<file path="src/rtl/pg_flr_port_sequencer.sv">
// Per-port FLR sequencer: round-robin pick of pending ports, quiesce, drain, reset hold, completion.
// Optional drain timeout enabled by defining PG_FLR_DRAIN_TIMEOUT_EN.
module pg_flr_port_sequencer #(
    parameter int NUM_PORTS            = 4,
    parameter int RST_HOLD_CYCLES      = 16,
    parameter int DRAIN_TIMEOUT_CYCLES = 1024,
    parameter int IDX_W                = (NUM_PORTS > 1) ? $clog2(NUM_PORTS) : 1
) (
    input  logic                 clk,
    input  logic                 rst_n,
    input  logic [NUM_PORTS-1:0] i_flr_req,
    input  logic [NUM_PORTS-1:0] i_port_tx_idle,
    input  logic [NUM_PORTS-1:0] i_rd_flush_done,
    input  logic                 i_afu_softreset,
    output logic [NUM_PORTS-1:0] o_port_quiesce,
    output logic [NUM_PORTS-1:0] o_port_rst_n,
    output logic                 o_flr_done_valid,
    output logic [IDX_W-1:0]     o_flr_done_port,
    output logic                 o_flr_done_timeout,
    input  logic                 i_flr_done_ready,
    output logic                 o_busy
);

    typedef enum logic [1:0] {ST_IDLE, ST_DRAIN, ST_HOLD, ST_RESP} state_t;

    localparam logic [7:0] HOLD_LAST = 8'(RST_HOLD_CYCLES - 1);

    state_t                 state_q, state_d;
    logic [IDX_W-1:0]       sel_q, sel_d, last_q, last_d;
    logic [NUM_PORTS-1:0]   pend_q, pend_d, pend_clr_s, sel_mask_s;
    logic [7:0]             hold_cnt_q, hold_cnt_d;
    logic [NUM_PORTS-1:0]   quiesce_q, quiesce_d, port_rst_n_q, port_rst_n_d;
    logic                   done_valid_q, done_valid_d, busy_q, busy_d;
    logic [IDX_W-1:0]       done_port_q, done_port_d;
    logic                   rr_found_s, drain_ok_s;
    logic [IDX_W-1:0]       rr_idx_s;

`ifdef PG_FLR_DRAIN_TIMEOUT_EN
    localparam logic [15:0] TO_LAST = 16'(DRAIN_TIMEOUT_CYCLES - 1);
    logic [15:0]            to_cnt_q, to_cnt_d;
    logic                   to_flag_q, to_flag_d, done_timeout_q, done_timeout_d;
`else
    logic                   unused_cfg_s;
    assign unused_cfg_s = ^16'(DRAIN_TIMEOUT_CYCLES);
`endif

    // Port index reached by stepping 'off' places past 'base', wrapping at NUM_PORTS.
    function automatic logic [IDX_W-1:0] rr_wrap(input logic [IDX_W-1:0] base, input int off);
        int v;
        v = int'(base) + off;
        if (v >= NUM_PORTS) begin
            v = v - NUM_PORTS;
        end else begin
            v = v;
        end
        return IDX_W'(v);
    endfunction

    // Round-robin search for the first pending port after the last serviced one.
    always_comb begin
        rr_found_s = 1'b0;
        rr_idx_s   = '0;
        for (int i = 1; i <= NUM_PORTS; i++) begin
            if (!rr_found_s && pend_q[rr_wrap(last_q, i)]) begin
                rr_found_s = 1'b1;
                rr_idx_s   = rr_wrap(last_q, i);
            end else begin
                rr_found_s = rr_found_s;
            end
        end
    end

    assign drain_ok_s = i_port_tx_idle[sel_q] && i_rd_flush_done[sel_q];

    // Next-state logic; outputs are derived from the next state so they register in step with it.
    always_comb begin
        state_d    = state_q;
        sel_d      = sel_q;
        last_d     = last_q;
        hold_cnt_d = hold_cnt_q;
        pend_clr_s = '0;
`ifdef PG_FLR_DRAIN_TIMEOUT_EN
        to_cnt_d   = to_cnt_q;
        to_flag_d  = to_flag_q;
`endif
        case (state_q)
            ST_IDLE: begin
                if (rr_found_s) begin
                    sel_d      = rr_idx_s;
                    pend_clr_s = NUM_PORTS'(1'b1) << rr_idx_s;
                    state_d    = ST_DRAIN;
`ifdef PG_FLR_DRAIN_TIMEOUT_EN
                    to_cnt_d   = 16'd0;
`endif
                end else begin
                    state_d = ST_IDLE;
                end
            end
            ST_DRAIN: begin
                if (drain_ok_s) begin
                    state_d    = ST_HOLD;
                    hold_cnt_d = 8'd0;
`ifdef PG_FLR_DRAIN_TIMEOUT_EN
                    to_flag_d  = 1'b0;
                end else if (to_cnt_q == TO_LAST) begin
                    state_d    = ST_HOLD;
                    hold_cnt_d = 8'd0;
                    to_flag_d  = 1'b1;
                end else begin
                    to_cnt_d   = to_cnt_q + 16'd1;
                end
`else
                end else begin
                    state_d = ST_DRAIN;
                end
`endif
            end
            ST_HOLD: begin
                if (hold_cnt_q == HOLD_LAST) begin
                    state_d = ST_RESP;
                    last_d  = sel_q;
                end else begin
                    hold_cnt_d = hold_cnt_q + 8'd1;
                end
            end
            ST_RESP: begin
                if (done_valid_q && i_flr_done_ready) begin
                    state_d = ST_IDLE;
                end else begin
                    state_d = ST_RESP;
                end
            end
            default: begin
                state_d = ST_IDLE;
            end
        endcase

        // A request in the same cycle as selection re-arms the port for a later service.
        pend_d       = (pend_q & ~pend_clr_s) | i_flr_req;
        sel_mask_s   = NUM_PORTS'(1'b1) << sel_d;
        quiesce_d    = (state_d == ST_DRAIN || state_d == ST_HOLD) ? sel_mask_s : '0;
        port_rst_n_d = ~((state_d == ST_HOLD) ? sel_mask_s : '0) & ~{NUM_PORTS{i_afu_softreset}};
        done_valid_d = (state_d == ST_RESP);
        done_port_d  = (state_d == ST_RESP) ? sel_d : '0;
        busy_d       = (state_d != ST_IDLE);
`ifdef PG_FLR_DRAIN_TIMEOUT_EN
        done_timeout_d = (state_d == ST_RESP) ? to_flag_d : 1'b0;
`endif
    end

    // State, bookkeeping and registered outputs.
    always_ff @(posedge clk or negedge rst_n) begin
        if (!rst_n) begin
            state_q      <= ST_IDLE;
            sel_q        <= '0;
            last_q       <= IDX_W'(NUM_PORTS - 1);
            pend_q       <= '0;
            hold_cnt_q   <= 8'd0;
            quiesce_q    <= '0;
            port_rst_n_q <= '0;
            done_valid_q <= 1'b0;
            done_port_q  <= '0;
            busy_q       <= 1'b0;
`ifdef PG_FLR_DRAIN_TIMEOUT_EN
            to_cnt_q       <= 16'd0;
            to_flag_q      <= 1'b0;
            done_timeout_q <= 1'b0;
`endif
        end else begin
            state_q      <= state_d;
            sel_q        <= sel_d;
            last_q       <= last_d;
            pend_q       <= pend_d;
            hold_cnt_q   <= hold_cnt_d;
            quiesce_q    <= quiesce_d;
            port_rst_n_q <= port_rst_n_d;
            done_valid_q <= done_valid_d;
            done_port_q  <= done_port_d;
            busy_q       <= busy_d;
`ifdef PG_FLR_DRAIN_TIMEOUT_EN
            to_cnt_q       <= to_cnt_d;
            to_flag_q      <= to_flag_d;
            done_timeout_q <= done_timeout_d;
`endif
        end
    end

    assign o_port_quiesce   = quiesce_q;
    assign o_port_rst_n     = port_rst_n_q;
    assign o_flr_done_valid = done_valid_q;
    assign o_flr_done_port  = done_port_q;
    assign o_busy           = busy_q;
`ifdef PG_FLR_DRAIN_TIMEOUT_EN
    assign o_flr_done_timeout = done_timeout_q;
`else
    assign o_flr_done_timeout = 1'b0;
`endif

endmodule

</file>
<file path="config.mk">
export PLATFORM = sky130hd
export DESIGN_NAME = pg_flr_port_sequencer
export DESIGN_NICKNAME = d
export VERILOG_FILES = /design/src/rtl/pg_flr_port_sequencer.sv
export SDC_FILE = /design/constraint.sdc
export NUM_CORES = 1
export LEC_CHECK = 0
export CORE_MARGIN = 4
export CORE_UTILIZATION = 30
export DETAILED_ROUTE_END_ITERATION = 8
export PLACE_DENSITY = 0.51
export SLEW_MARGIN = 30
export SYNTH_ARGS = -nofsm -noshare
export SYNTH_HDL_FRONTEND = slang
export SYNTH_SLANG_ARGS = --single-unit
</file>
<file path="constraint.sdc">
create_clock -name clk -period 2.5 [get_ports clk]
set_clock_uncertainty 0.15 [all_clocks]
set_input_delay 0.5 -clock clk [delete_from_list [all_inputs] [get_ports clk]]
set_output_delay 0.5 -clock clk [all_outputs]
set_load 0.03 [all_outputs]
</file>
==> results of run 1 <==
==> metal layers <==
metal	global-route usage, %	wire length (um)
met5	0	0
met4	6.228	41
met3	4.060	117
met2	17.72	1521
met1	13.51	1326
==> cell families after synthesis <==
family,count (synthesis),share of synthesized area (%)
buf+inv,12,3.846
flops,30,51.45
other cells,1,0.2562
mux,4,3.760
fa+ha+maj,4,3.419
xor+xnor,6,3.590
compound gates,25,12.39
simple gates,55,21.28
==> state kept, by name, summed over array words and instances, names as in the netlist <==
name	count
hold_cnt_q	8
sel_q	2
last_q	2
o_port_rst_n	4
o_port_quiesce	4
o_busy	1
o_flr_done_port	2
state_q	2
o_flr_done_valid	1
pend_q	4
==> cell type report <==
| class | count | area share [%] |
|---|---|---|
| Inverter | 8 | 1.825 |
| Sequential cell | 30 | 39.24 |
| Tap cell | 67 | 4.368 |
| Clock buffer | 6 | 4.302 |
| Multi-Input combinational cell | 95 | 34.09 |
| Timing Repair Buffer | 29 | 15.52 |
| Clock inverter | 2 | 0.6519 |
==> worst max-delay path by stage <==
| stage | start | end | slack [ns] | depth (start not counted) |
|---|---|---|---|---|
| after global routing | hold_cnt_q[5] | o_port_quiesce[0] | 0.17 | 7 |
| after CTS | hold_cnt_q[5] | o_port_quiesce[0] | 0.38 | 7 |
| final | hold_cnt_q[4] | o_port_quiesce[0] | 0.39 | 7 |
| after floorplan | i_rd_flush_done[2] | o_port_quiesce[2] | 0.56 | 7 |
| after global placement | i_rd_flush_done[1] | o_port_quiesce[3] | 0.14 | 8 |
| after detailed placement | i_rd_flush_done[1] | o_port_quiesce[0] | 0.10 | 8 |
==> worst register-to-register path, stage by stage, from the launching register on <==
cell     delay (ns)
dfrtp_1        0.43
nor4_1         0.39
nand3_1        0.22
nand2_1        0.10
nand2_1        0.07
o211a_1        0.16
ha_1           0.32
and3_1         0.16
==> metrics by stage <==
step,instances,util (%)
6_report,237,40.64
4_1_cts,237,40.64
5_1_grt,237,40.64
3_5_place_dp,229,38.62
2_1_floorplan,137,-
3_3_place_gp,229,38.62
==> cells in the final DEF, fill, tap and decap left out, drive strengths merged, types with 3 or more instances in the layout <==
| master | count |
|---|---|
| a21o | 5 |
| a31oi | 4 |
| and3 | 7 |
| clkbuf | 6 |
| clkdlybuf4s50 | 27 |
| dfrtp | 28 |
| ha | 4 |
| inv | 8 |
| nand2 | 11 |
| nand2b | 3 |
| nand3 | 10 |
| nor2 | 11 |
| o21ai | 5 |
| xnor2 | 3 |
| xor2 | 3 |
==> power breakdown <==
part / internal (mW) / switching, mW
clock network: 0.221 / 0.184
logic: 0.372 / 0.471
registers: 0.631 / 0.144
total: 1.22 / 0.799
==> metrics.txt, run 1 <==
worst slew pin tran 0.6014 ns; IO Port Bufs 27; die span in y 77.86 um; Final Hold Fails 0; area delta synth->final 31.11%; crit path DAT 2.13 ns; max_cap viols 0; ANT nets after route 0; crit-path max cell delay 0.43 ns; Final WS setup 0.3876 ns; top-count cell post-synth dfrtp_1; io pins 29; Reg2Reg Depth 7; CP Launch Type register; hold depth 1; WL per Instance 12.68 um; synthesized flop and latch total 30; CP Class register to register; TritonRoute pass-1 iters 4; Iter 0 DRT Violations 18; number of synthesized flops with an enable pin 0; pre-CTS setup slack 0.1038 ns; latest clock arrival within the worst-skew pair 0.28 ns; number of post-CTS setup repair buffers 0; Reg clk slew, reported paths 0.07 ns; dominant cells by area after synthesis dfrtp_1 (48%), dfstp_2 (3.6%), ha_1 (3.4%), nand3_1 (3.4%), and3_1 (3.0%); first-pass GRT wire length 5.264 mm; RSZ-0062 raised after global routing false; PwrDens 1054 nW/um^2; root buffer cell clkbuf_8; Mapped Area 1464 sq um; CP most frequent cell nand2_1; Yosys top cell area share 47.86%; critical path data required time 2.52 ns; maximum clock path buffer count 2; slowest cell on the critical path dfrtp_1; maximum VDD drop 0.3835 mV; Hold EP hold_cnt_q[0]; die width 77.86 um; total power 2.023 mW; via/cell ratio 4.578; Post-DP Area 1824 sq um; Final Max Slew Viols 0; Seq/Total Area, Yosys 51.45%; FFs w/ async S/R, synth 100.0%; post-CTS resize count 0; max frequency 0.4734 GHz; Num CTS Buffers 5; Worst R2R Setup Slack 0.39 ns; Nets 189; period utilisation layout 84.50%; FF-to-FF End o_port_quiesce[0]; Synth Area per Inst 10.69 sq um; Synth Net Count 157; Yosys top cell by area dfrtp_1; Clock Sinks 30; crit end category register; total core area 4723 sq um; status finished, final reports clean; CP delay by family, top simple AND/OR/NAND/NOR gates; final instance area 1919 sq um; Tmin final 2.112 ns; Initial Util 30.99%; multi-input logic area 654.4 sq um; Final Wtd Congestion 0.7766; r2r startpoint hold_cnt_q[4]; final setup TNS 0 ns; die area 6061 sq um; Hold Slack 0.3864 ns; GRT Resource Usage Total 11.35%; crit-path max FO 5; Syn. warnings 0; drc violations 0; GRT Residual Overflow 0; synth unique cells 44; cell count after synthesis 137; critical path, cell by cell nor4_1 -> nand3_1 -> nand2_1 -> nand2_1 -> o211a_1 -> ha_1 -> and3_1; vias in the first global route 1,136; Hold Crit Class register to register; top post-synthesis cells by count dfrtp_1 (28), nand2_1 (11), nor2_1 (11), nand3_1 (10), and3_1 (7); Storage cell area 753.2 sq um; fraction of layout cells with a size suffix above 1 12.94%; Post-CTS Hold Buffers 0; Max-slew headroom 59.78%; HPWL after detailed placement 2.333 mm; final WL 3.006 mm; Fill cells 439; Rows 25; Post-synth top flop dfrtp_1; Antenna Cells 0; final setup vio count 0; initial antenna violation count 0; CTS tree yes; largest net degree at the start of global routing 20; hold path start hold_cnt_q[0]; WP buf/inv 0; Vias 1,085; H-tree depth 2; Pleak 0.8387 nW
Power figures use the tool's default switching activity.
==> run 2, diff against run 1 <==
Clock period 2.5 ns to 2.2 ns, I/O delays scaled along.
==> metrics.txt, run 2 (synthesized netlist as in run 1, its figures left out) <==
status finished, final reports clean (unchanged); Iter 0 DRT Violations 46 (was 18); met3 Usage GRT 3.248% (was 4.060%); final setup TNS 0 ns (unchanged); GRT Resource Usage Total 11.12% (was 11.35%); crit-path max cell delay 0.43 ns (about the same); first-pass GRT wire length 5.375 mm (was 5.264 mm); maximum VDD drop 0.5506 mV (was 0.3835 mV); Rows 25 (unchanged); Num CTS Buffers 5 (unchanged); Reg2Reg Depth 7 (unchanged); total power 2.325 mW (was 2.023 mW); final WL 3.022 mm (was 3.006 mm); period utilisation layout 91.64% (was 84.50%); io pins 29 (unchanged); post-CTS resize count 0 (unchanged); largest net degree at the start of global routing 31 (was 20); die span in y 77.86 um (unchanged); WL per Instance 12.59 um (was 12.68 um); crit end category register (unchanged); WP buf/inv 0 (unchanged); TritonRoute pass-1 iters 4 (unchanged); Pleak 0.8482 nW (was 0.8387 nW); Largest register FFs 8 (unchanged); number of post-CTS setup repair buffers 0 (unchanged); critical path data required time 2.22 ns (was 2.52 ns); Hold Crit Class register to register (unchanged); max frequency 0.4960 GHz (was 0.4734 GHz); Tmin final 2.016 ns (was 2.112 ns); hold path start hold_cnt_q[0] (unchanged); Final Max Slew Viols 0 (unchanged); most frequent cells in the layout dfrtp_1 (28), clkdlybuf4s50_1 (27), nand2_1 (11), nor2_1 (11), nand3_1 (10) (unchanged); Biggest register hold_cnt_q (unchanged); HPWL after detailed placement 2.295 mm (was 2.333 mm); RSZ-0062 raised after global routing false (unchanged); FF-to-FF End o_port_quiesce[0] (unchanged); CP Launch Type register (unchanged); ANT nets after route 0 (unchanged); final setup vio count 0 (unchanged); area delta synth->final 31.79% (was 31.11%); CP most frequent cell nand2_1 (unchanged); hold depth 1 (unchanged); Worst R2R Setup Slack 0.18 ns (was 0.39 ns); root buffer cell clkbuf_8 (unchanged); CP Class register to register (unchanged); CTS tree yes (unchanged); Final Hold Fails 0 (unchanged); die width 77.86 um (unchanged); initial antenna violation count 0 (unchanged); Initial Util 30.99% (unchanged); Antenna Cells 0 (unchanged); critical path, cell by cell nor4_1 -> nand3_1 -> nand2_1 -> nand2_1 -> o211a_1 -> ha_1 -> and3_1 (unchanged); max_cap viols 0 (unchanged); GRT Max-Usage Layer met2 (unchanged); r2r startpoint hold_cnt_q[4] (unchanged); PwrDens 1205 nW/um^2 (was 1054 nW/um^2); IO Port Bufs 27 (unchanged); Hold EP hold_cnt_q[0] (unchanged); Nets 192 (was 189); latest clock arrival within the worst-skew pair 0.28 ns (about the same); crit-path max FO 5 (unchanged); Final Wtd Congestion 0.7651 (was 0.7766); met2 Use GR 18.49% (was 17.72%); fraction of layout cells with a size suffix above 1 14.45% (was 12.94%); CP delay by family, top simple AND/OR/NAND/NOR gates (unchanged); Post-CTS Hold Buffers 0 (unchanged); Vias 1,105 (was 1,085); vias in the first global route 1,165 (was 1,136); total core area 4723 sq um (unchanged); die area 6061 sq um (unchanged); Reg clk slew, reported paths 0.06 ns (was 0.07 ns); drc violations 0 (unchanged); commonest non-fill, non-tap cell in the layout dfrtp_1 (unchanged); via/cell ratio 4.604 (was 4.578); Clock Sinks 30 (unchanged); H-tree depth 2 (unchanged); GRT Residual Overflow 0 (unchanged); grt met1 use 13.27% (was 13.51%); maximum clock path buffer count 2 (unchanged); crit path DAT 2.03 ns (was 2.13 ns); slowest cell on the critical path dfrtp_1 (unchanged)
run 2: changes by cell type in the layout (fill, tap and decap cells not counted):
cell / delta
buf_12: -1
buf_4: +4
run 2: how the worst max path moves through the flow:
stage          depth (start not counted)                 to  slack, ns                from
2_1_floorplan                          7  o_port_quiesce[2]       0.32  i_rd_flush_done[2]
5_1_grt                                7  o_port_quiesce[1]       0.05       hold_cnt_q[4]
3_5_place_dp                           8  o_port_quiesce[0]      -0.12  i_rd_flush_done[1]
6_report                               7  o_port_quiesce[0]       0.18       hold_cnt_q[4]
3_3_place_gp                           8  o_port_quiesce[3]      -0.09  i_rd_flush_done[1]
4_1_cts                                8  o_port_quiesce[0]       0.17  i_rd_flush_done[1]
run 2: where the power goes:
part | leakage (nW) | internal [mW] | total (mW) | switching, mW
clock | 0.0472 | 0.251 | 0.459 | 0.208
combinational | 0.438 | 0.444 | 1.00 | 0.558
sequential | 0.363 | 0.718 | 0.863 | 0.145
total | 0.848 | 1.41 | 2.33 | 0.912
run 2: cell type report:
class	count	area [sq um]
tap	67	83.83
fill	465	2794
clock inverter	2	12.51
timing repair buffer	32	307.8
inverter	8	35.03
multi-input combinational	95	654.4
sequential	30	753.2
clock buffer	6	82.58
run 2: per-layer routing:
metal,vias up,part of all wire [%],routed length (um)
met2,26,49,1494
li1,545,-,-
met1,532,45,1358
met5,-,0,0
met4,0,1.1,34
met3,2,4.5,135
run 2: metrics by stage:
step,hold WS (ns),setup WS [ns],util [%],std cells,cell area (sq um)
after global placement,0.3580,-0.09056,38.83,232,1834
final,0.3794,0.1840,40.85,240,1929
after CTS,0.3859,0.1691,40.85,240,1929
after floorplan,-0.005591,0.3226,-,137,1464
after global routing,0.4143,0.05056,40.85,240,1929
after detailed placement,0.3732,-0.1199,38.83,232,1834
